==> src/rtl/axis_len_framer.sv <==
// Frames an AXI-Stream packet by the big-endian length field in its first beat:
// trims surplus beats, flags short/long/bad packets and sets tkeep on the last beat.
module axis_len_framer #(
  parameter int DATA_WIDTH = 512,
  parameter int LEN_OFFSET = 16,
  parameter int MAX_LEN    = 9600,
  localparam int BEAT_BYTES = DATA_WIDTH / 8
) (
  input  logic                  clk,
  input  logic                  rst_n,
  input  logic [DATA_WIDTH-1:0] s_axis_tdata,
  input  logic                  s_axis_tvalid,
  output logic                  s_axis_tready,
  input  logic                  s_axis_tlast,
  output logic [DATA_WIDTH-1:0] m_axis_tdata,
  output logic [BEAT_BYTES-1:0] m_axis_tkeep,
  output logic                  m_axis_tvalid,
  input  logic                  m_axis_tready,
  output logic                  m_axis_tlast,
  output logic [15:0]           pkt_cnt,
  output logic [15:0]           err_short_cnt,
  output logic [15:0]           err_long_cnt,
  output logic [15:0]           err_len_cnt
);

  typedef enum logic [1:0] {IDLE, PASS, DROP} state_t;

  state_t                state_q, state_d;
  logic                  en_q;
  logic [15:0]           cnt_q, cnt_d;
  logic [16:0]           exp_q, exp_d;
  logic [BEAT_BYTES-1:0] lkeep_q, lkeep_d;
  logic                  bad_q, bad_d;

  logic [DATA_WIDTH-1:0] tdata_q, tdata_d;
  logic [BEAT_BYTES-1:0] tkeep_q, tkeep_d;
  logic                  tlast_q, tlast_d;
  logic                  tvalid_q, tvalid_d;

  logic [15:0] pkt_q, short_q, long_q, len_q;
  logic        inc_short, inc_long, inc_len;

  logic [15:0]           len_w, len_rem;
  logic [16:0]           len_exp;
  logic                  len_bad;
  logic [BEAT_BYTES-1:0] len_mask;

  logic [16:0]           cur_exp, n_beat;
  logic [BEAT_BYTES-1:0] cur_keep;
  logic                  cur_bad;
  logic                  in_hs, out_hs;

  // Length decode only matters on the beat-0 handshake; it is latched for the rest.
  always_comb begin
    len_w    = {s_axis_tdata[8*LEN_OFFSET +: 8], s_axis_tdata[8*(LEN_OFFSET+1) +: 8]};
    len_exp  = ({1'b0, len_w} + 17'(BEAT_BYTES - 1)) / 17'(BEAT_BYTES);
    len_rem  = len_w % 16'(BEAT_BYTES);
    len_bad  = (len_w == 16'd0) || ({16'd0, len_w} > 32'(MAX_LEN));
    len_mask = '1;
    for (int i = 0; i < BEAT_BYTES; i++)
      len_mask[i] = (len_rem == 16'd0) || (16'(i) < len_rem);
  end

  assign s_axis_tready = en_q && ((state_q == DROP) || !tvalid_q || m_axis_tready);
  assign in_hs         = s_axis_tvalid && s_axis_tready;
  assign out_hs        = tvalid_q && m_axis_tready;

  always_comb begin
    state_d   = state_q;
    cnt_d     = cnt_q;
    exp_d     = exp_q;
    lkeep_d   = lkeep_q;
    bad_d     = bad_q;
    tdata_d   = tdata_q;
    tkeep_d   = tkeep_q;
    tlast_d   = tlast_q;
    tvalid_d  = tvalid_q && !m_axis_tready;
    inc_short = 1'b0;
    inc_long  = 1'b0;
    inc_len   = 1'b0;

    if (state_q == IDLE) begin
      cur_exp  = len_exp;
      cur_keep = len_mask;
      cur_bad  = len_bad;
      n_beat   = 17'd1;
    end else begin
      cur_exp  = exp_q;
      cur_keep = lkeep_q;
      cur_bad  = bad_q;
      n_beat   = {1'b0, cnt_q} + 17'd1;
    end

    if (in_hs) begin
      if (state_q == DROP) begin
        if (s_axis_tlast) state_d = IDLE;
      end else begin
        tvalid_d = 1'b1;
        tdata_d  = s_axis_tdata;
        tkeep_d  = '1;
        tlast_d  = 1'b0;
        cnt_d    = n_beat[15:0];
        if (state_q == IDLE) begin
          exp_d   = len_exp;
          lkeep_d = len_mask;
          bad_d   = len_bad;
          inc_len = len_bad;
        end
        if (cur_bad) begin
          tlast_d = s_axis_tlast;
          state_d = s_axis_tlast ? IDLE : PASS;
        end else if (n_beat == cur_exp) begin
          tlast_d = 1'b1;
          tkeep_d = cur_keep;
          if (s_axis_tlast) begin
            state_d = IDLE;
          end else begin
            inc_long = 1'b1;
            state_d  = DROP;
          end
        end else if (s_axis_tlast) begin
          // Packet ended before its advertised length.
          tlast_d   = 1'b1;
          inc_short = 1'b1;
          state_d   = IDLE;
        end else begin
          state_d = PASS;
        end
      end
    end
  end

  function automatic logic [15:0] sat_inc(input logic [15:0] v, input logic inc);
    return (inc && v != 16'hFFFF) ? v + 16'd1 : v;
  endfunction

  always_ff @(posedge clk or negedge rst_n) begin
    if (!rst_n) begin
      state_q  <= IDLE;
      en_q     <= 1'b0;
      cnt_q    <= '0;
      exp_q    <= '0;
      lkeep_q  <= '0;
      bad_q    <= 1'b0;
      tdata_q  <= '0;
      tkeep_q  <= '0;
      tlast_q  <= 1'b0;
      tvalid_q <= 1'b0;
      pkt_q    <= '0;
      short_q  <= '0;
      long_q   <= '0;
      len_q    <= '0;
    end else begin
      state_q  <= state_d;
      en_q     <= 1'b1;
      cnt_q    <= cnt_d;
      exp_q    <= exp_d;
      lkeep_q  <= lkeep_d;
      bad_q    <= bad_d;
      tdata_q  <= tdata_d;
      tkeep_q  <= tkeep_d;
      tlast_q  <= tlast_d;
      tvalid_q <= tvalid_d;
      pkt_q    <= sat_inc(pkt_q, out_hs && tlast_q);
      short_q  <= sat_inc(short_q, inc_short);
      long_q   <= sat_inc(long_q, inc_long);
      len_q    <= sat_inc(len_q, inc_len);
    end
  end

  assign m_axis_tdata  = tdata_q;
  assign m_axis_tkeep  = tkeep_q;
  assign m_axis_tlast  = tlast_q;
  assign m_axis_tvalid = tvalid_q;
  assign pkt_cnt       = pkt_q;
  assign err_short_cnt = short_q;
  assign err_long_cnt  = long_q;
  assign err_len_cnt   = len_q;

endmodule
==> config.mk <==
export PLATFORM = sky130hd
export DESIGN_NAME = axis_len_framer
export DESIGN_NICKNAME = d
export VERILOG_FILES = /design/src/rtl/axis_len_framer.sv
export SDC_FILE = /design/constraint.sdc
export NUM_CORES = 2
export LEC_CHECK = 0
export ABC_CLOCK_PERIOD_IN_PS = 7800
export BUFFER_PORTS_ARGS = -buffer_cell sky130_fd_sc_hd__buf_4
export CORE_AREA = 2 2 447 449
export DETAILED_ROUTE_END_ITERATION = 7
export DIE_AREA = 0 0 449 451
export PLACE_DENSITY = 0.4
export SLEW_MARGIN = 20
export SYNTH_ARGS = -nofsm -noshare
export SYNTH_HDL_FRONTEND = slang
export SYNTH_SLANG_ARGS = --single-unit
==> constraint.sdc <==
create_clock -name clk -period 7.8 [get_ports clk]
set_input_delay 0.39 -clock clk [delete_from_list [all_inputs] [get_ports clk]]
set_output_delay 0.39 -clock clk [all_outputs]
set_load 0.05 [all_outputs]
== Word-level counts from Yosys, hierarchy flattened ==
Cells that the tools add are included.

* $add $sub $neg: 6
* Multiply operators: 0
* Div/mod/pow operators: 0
* Order comparisons: 65
* Equality and inequality tests: 7
* Shift operators: 0
* Multiplexer cells: 29
* Bitwise logic cells: 1
* Reductions and logical operators: 83

{| class="wikitable"
|+ Operators with widths
! kind !! count
|-
| $lt A6 B6 Y1 const A || 32
|-
| $mux W64 || 3
|-
| $lt A5 B6 Y1 const A || 16
|-
| $logic_or A1 B1 Y1 || 67
|-
| $add A16 B1 Y16 const B || 4
|-
| $ne A16 B16 Y1 const B || 4
|-
| $lt A4 B6 Y1 const A || 8
|-
| $mux W17 || 2
|-
| $logic_not A16 Y1 || 2
|-
| $lt A3 B6 Y1 const A || 4
|-
| $mux W1 || 19
|-
| $add A16 B1 Y17 const B || 1
|-
| $add A16 B6 Y17 const B || 1
|-
| $eq A17 B17 Y1 || 1
|-
| $gt A16 B14 Y1 const B || 1
|-
| $lt A1 B6 Y1 const A || 2
|-
| $lt A2 B6 Y1 const A || 2
|-
| $mux W2 || 5
|-
| $logic_and A1 B1 Y1 || 9
|-
| $reduce_and A2 Y1 || 2
|-
| $eq A2 B2 Y1 const B || 1
|-
| $logic_not A1 Y1 || 2
|-
| $logic_not A2 Y1 || 1
|-
| $ne A2 B2 Y1 const B || 1
|-
| $not A1 Y1 || 1
|}

* Bits in registers: 743
* Latch bits: 0
* Memory bits (writable): 0
* Memory bits (read-only): 0
* Input bits: 517
* Output and inout bits: 643
* Logic and storage cells: 205
* Memories kept: 0

== Depth between registers and ports, before layout ==
* Depth in word-level cells: 8
* Depth in mapped cells: 12
* Depth with buffers taken out: 9

== Worst setup path after synthesis ==
OpenSTA, ideal clock, no wires.

* Path kind: input to register
* Start point: in s_axis_tdata[137]
* End point: reg tkeep_q[38], in the netlist m_axis_tkeep[38]
* Library setup time: 0.123 ns
* Data arrival time: 2.918 ns
* Required time: 7.677 ns
* Slack: 4.759 ns
* Cell stages on the path: 12
* Path buffers: 4
* Cells stage by stage: buf_2 > or4_1 > buf_6 > o21ai_4 > or4_4 > a2111oi_4 > a32oi_2 > or4b_1 > buf_4 > buf_6 > a221oi_2 > nor2_1

* Longest elaborated chain between the ends: 5
* Elaborated cells on any way between the ends: 13
* Those cells by class: 1 x add/sub; 2 x order compare; 1 x eq/ne; 5 x mux; 4 x reduce/logical

{| class="wikitable"
|+ Ends and longest elaborated chain
! what !! line !! source
|-
| from (decl) || 11 || <nowiki>input logic [DATA_WIDTH-1:0] s_axis_tdata,</nowiki>
|-
| $add A16 B6 Y17, or another cell as far along || 56 || <nowiki>len_exp = ({1'b0, len_w} + 17'(BEAT_BYTES - 1)) / 17'(BEAT_BYTES);</nowiki>
|-
| $mux W17 / $logic_or A1 B1 Y1 (equally long branches) || 82, 61 ||
|-
| $eq A17 B17 Y1 / $mux W64 (equally long branches) || - ||
|-
| $mux W64 || 112 || <nowiki>end else if (n_beat == cur_exp) begin</nowiki>
|-
| $mux W64 (*) || 109 || <nowiki>if (cur_bad) begin</nowiki>
|-
| to (signal assigned) || 161 || <nowiki>tkeep_q <= tkeep_d;</nowiki>
|-
| to (decl) || 36 || <nowiki>logic [BEAT_BYTES-1:0] tkeep_q, tkeep_d;</nowiki>
|}

Every way passes the cells marked *; elsewhere a longest branch is shown, timed or not.
A chain may end at the register's enable or synchronous reset.

== Worst setup path after layout ==
* Start point: reg cnt_q[0]
* End point: reg tkeep_q[44], in the netlist m_axis_tkeep[44]

* Longest elaborated chain between the ends: 5

{| class="wikitable"
|+ Ends and longest elaborated chain
! what !! line !! source
|-
| from (decl) || 30 || <nowiki>logic [15:0] cnt_q, cnt_d;</nowiki>
|-
| from (signal assigned) || 156 || <nowiki>cnt_q <= cnt_d;</nowiki>
|-
| $add A16 B1 Y17 || 91 || <nowiki>n_beat = {1'b0, cnt_q} + 17'd1;</nowiki>
|-
| $mux W17 || 82 || <nowiki>if (state_q == IDLE) begin</nowiki>
|-
| $eq A17 B17 Y1 || 112 ||
|-
| $mux W64 || 112 ||
|-
| $mux W64 || 109 ||
|}

No other way between the ends.

==> reports/metrics.csv <==
metric,value,unit
cap_violations,0,
die_x,449,um
cpPeakStageDelay,0.85,ns
min_from,s_axis_tdata[137],
fmax,0.2477,GHz
synth_cells,3332,
clockBufferDepth,3,
netlist_area,30150,um^2
start_kind,flip-flop,
endpoint,m_axis_tkeep[44],
rsz0062_at_grt,false,
ant_nets,0,
setup_viol,0,
dp_hpwl,114200,um
route.detailed.drc,0,
grt_max_degree,179,
grt_util_all_layers,14.69,%
clk_pin_slew,0.06,ns
drt-wirelength-per-cell,19.94,um
ys_warn_count,0,
ctsHoldBuffers,511,
period_minus_slack,4.037,ns
outcome,"finished, final reports clean",
grt.overflow.total,0,
syn_to_final_growth,66.78,%
worst_pin_slew,1.289,ns
reg2reg_from,cnt_q[0],
via_count,29060,
htree_levels,3,
drt-initial-drc-count,1881,
synth_edf_count,0,
synthFlopType,dfrtp_1,
clkSinkCount,743,
arrival,4.58,ns
grt_pass1_vias,29670,
dieHeight,451,um
powerDensity,268.8,nW/um^2
cts_tree,yes,
core,198200,um^2
cp.required,8.34,ns
vias_per_cell,3.775,
period_share,51.75,%
drv_slew,0,
syn_avg_cell_area,9.048,um^2
wl,153500,um
cts_resized,0,
peakVddDrop,146.9,uV
synth-seq-cells,743,
ios,1160,
seq_area_frac_synth,61.67,%
grt_pass1_wl,219600,um
io_buffers,1159,
clock_latency,0.72,ns
path_class,flip-flop to flip-flop,
final_util,25.37,%
first_pass_iters,6,
fp-row-count,164,
crit_chain,ha_1 -> nand3_1 -> or3_1 -> and3_1 -> a2111oi_4 -> a32oi_2 -> nor4_1 -> and2_2 -> a31oi_1,
async_flop_share,100.0,%
fin_tns_setup,0,ns
clock_skew,0.02287,ns
antenna_found_initial,26,
top_usage_layer,met2,
cts_setup_buffers,0,
slew_headroom,14.04,%
nets,5470,
initial_utilization,15.21,%
cts_made_buffers,96,
r2r_slack,3.76,ns
cts-root-buf,clkbuf_16,
p_leak,24.87,nW
min_path_type,primary input to flip-flop,
synth_fp_nets,3854,
synth_cell_types,68,
cp-startpoint,cnt_q[0],
fill_cells,21660,
drive_gt1_share,27.59,%
use_met1,17.72,%
crit_path_top_delay_cell,and2_2,
r2r_end,m_axis_tkeep[44],
grt_use_met2,25.61,%
worstSetupEndpointType,flip-flop,
rr_worst_depth,9,
cp_max_fo,39,
routabilityCongestion,0.8746,
grtUsageMet3,3.254,%
die-area,202500,um^2
hold_viol_final,0,
[cell usage after synthesis, types with 4 or more instances]
cell / count / area, um^2
nor2b_1: 10 / 62.56
a31oi_1: 10 / 62.56
or3_1: 10 / 62.56
o22ai_1: 5 / 31.28
nand2_1: 1678 / 6299
nor3_2: 4 / 40.04
o21a_1: 7 / 52.55
a32o_1: 7 / 70.07
mux2_2: 7 / 78.83
or2_2: 4 / 25.02
a22oi_1: 4 / 30.03
and2_1: 8 / 50.05
a21oi_1: 99 / 495.5
xnor2_1: 47 / 411.6
clkbuf_1: 149 / 559.3
xor2_1: 38 / 332.8
ha_1: 5 / 62.56
nor3_1: 23 / 115.1
o21ai_0: 83 / 415.4
a22o_1: 18 / 157.7
and3_1: 23 / 143.9
nand2b_1: 8 / 50.05
a21o_1: 5 / 37.54
mux2i_1: 4 / 40.04
o22a_1: 6 / 52.55
dfrtp_1: 743 / 18590
o31ai_1: 7 / 52.55
nor2_1: 149 / 559.3
a221oi_1: 7 / 61.31
nor4_1: 15 / 93.84
nand3_1: 40 / 200.2
a221oi_2: 10 / 150.1
buf_2: 12 / 60.06
nand4_1: 16 / 100.1
inv_1: 8 / 30.03
buf_1: 19 / 71.32
[power by group]
| part | total [mW] | switching, mW | internal (mW) |
|---|---|---|---|
| combinational | 4.04 | 2.79 | 1.25 |
| sequential | 4.78 | 0.370 | 4.41 |
| clock | 4.70 | 1.94 | 2.76 |
| total | 13.5 | 5.11 | 8.41 |
[layer usage]
metal / vias up / share of wire [%]
met4: 6 / 3.0
met1: 14120 / 40
met3: 207 / 5.4
li1: 13860 / -
met2: 860 / 51
met5: - / 0.029
[worst min-delay path by stage]
stage | endpoint | slack (ns) | cells after the start
2_1_floorplan | bad_q | 0.09 | 0
3_3_place_gp | m_axis_tdata[257] | 0.43 | 1
3_5_place_dp | m_axis_tdata[257] | 0.43 | 1
4_1_cts | m_axis_tdata[90] | 0.002 | 3
5_1_grt | m_axis_tdata[137] | 0.05 | 3
6_report | m_axis_tdata[137] | 0.09 | 3
[logic make-up after synthesis]
group	Yosys count	synth area share, %
AOI/OAI and AO/OA	292	6.317
xor gates and xnor gates	85	2.469
adders and majority gates	5	0.2075
buffers and inverters	192	2.507
DFF	743	61.67
muxes	11	0.3943
other	1	0.01244
and+or+nand+nor	2003	26.42
[stage by stage]
step / setup WS [ns] / area (um^2) / instances / power [mW] / hold slack (ns)
2_1_floorplan: 4.759 / 30150 / 3332 / 7.095 / 0.09441
3_3_place_gp: 3.842 / 41840 / 6995 / 8.677 / 0.4292
5_1_grt: 3.316 / 50260 / 7692 / 14.15 / 0.04810
4_1_cts: 3.721 / 50240 / 7684 / 13.75 / 0.002484
3_5_place_dp: 3.742 / 41840 / 6995 / 8.690 / 0.4266
6_report: 3.763 / 50280 / 7699 / 13.52 / 0.08507
[worst max-delay path: cells and delay by family (launching register included)]
family                   cells  cell delay [ns]
AO/OA/AOI/OAI                3             0.71
adder cells (fa/ha/maj)      1             0.26
flip-flops                   1             0.43
AND/OR/NAND/NOR              5             2.43
[flip-flops by register name (all words and copies together), names as in the netlist]
register / cells
err_short_cnt: 16
cnt_q: 16
pkt_cnt: 16
m_axis_tvalid: 1
state_q: 2
m_axis_tdata: 512
m_axis_tkeep: 64
err_long_cnt: 16
m_axis_tlast: 1
lkeep_q: 64
err_len_cnt: 16
bad_q: 1
en_q: 1
exp_q: 17
[cell type report]
cell class              count  area [um^2]  area share, %
repair buffers           1702        14190          28.22
clock inverters            39        499.2         0.9929
clock buffers             139         2785          5.539
multi-input cells        2397        10820          21.52
well taps                2656         3323          6.609
inverters                   8        30.03        0.05972
flip-flops and latches    743        18590          36.98
diodes                     15        37.54        0.07465
[cells in the final DEF (no fill, tap or decap), types with 6 or more instances in the layout]
cell type and instances:
a21oi_1 99, a221oi_1 7, a221oi_2 10, a22o_1 18
a31oi_1 10, a32o_1 7, and2_1 7, and3_1 23
buf_12 10, buf_4 1180, bufinv_16 8, clkbuf_1 22
clkbuf_16 97, clkbuf_8 20, clkinv_2 13, clkinvlp_4 8
dfrtp_1 742, diode_2 15, dlygate4sd3_1 511, inv_1 8
mux2_2 7, nand2_1 1677, nand2b_1 8, nand3_1 40
nand4_1 16, nor2_1 147, nor2b_1 10, nor3_1 21
nor3_2 6, nor4_1 15, o21a_1 7, o21ai_0 83
o22a_1 6, o31ai_1 7, or3_1 10, xnor2_1 47
xor2_1 38
No activity file was read; power rests on OpenSTA's default activity.
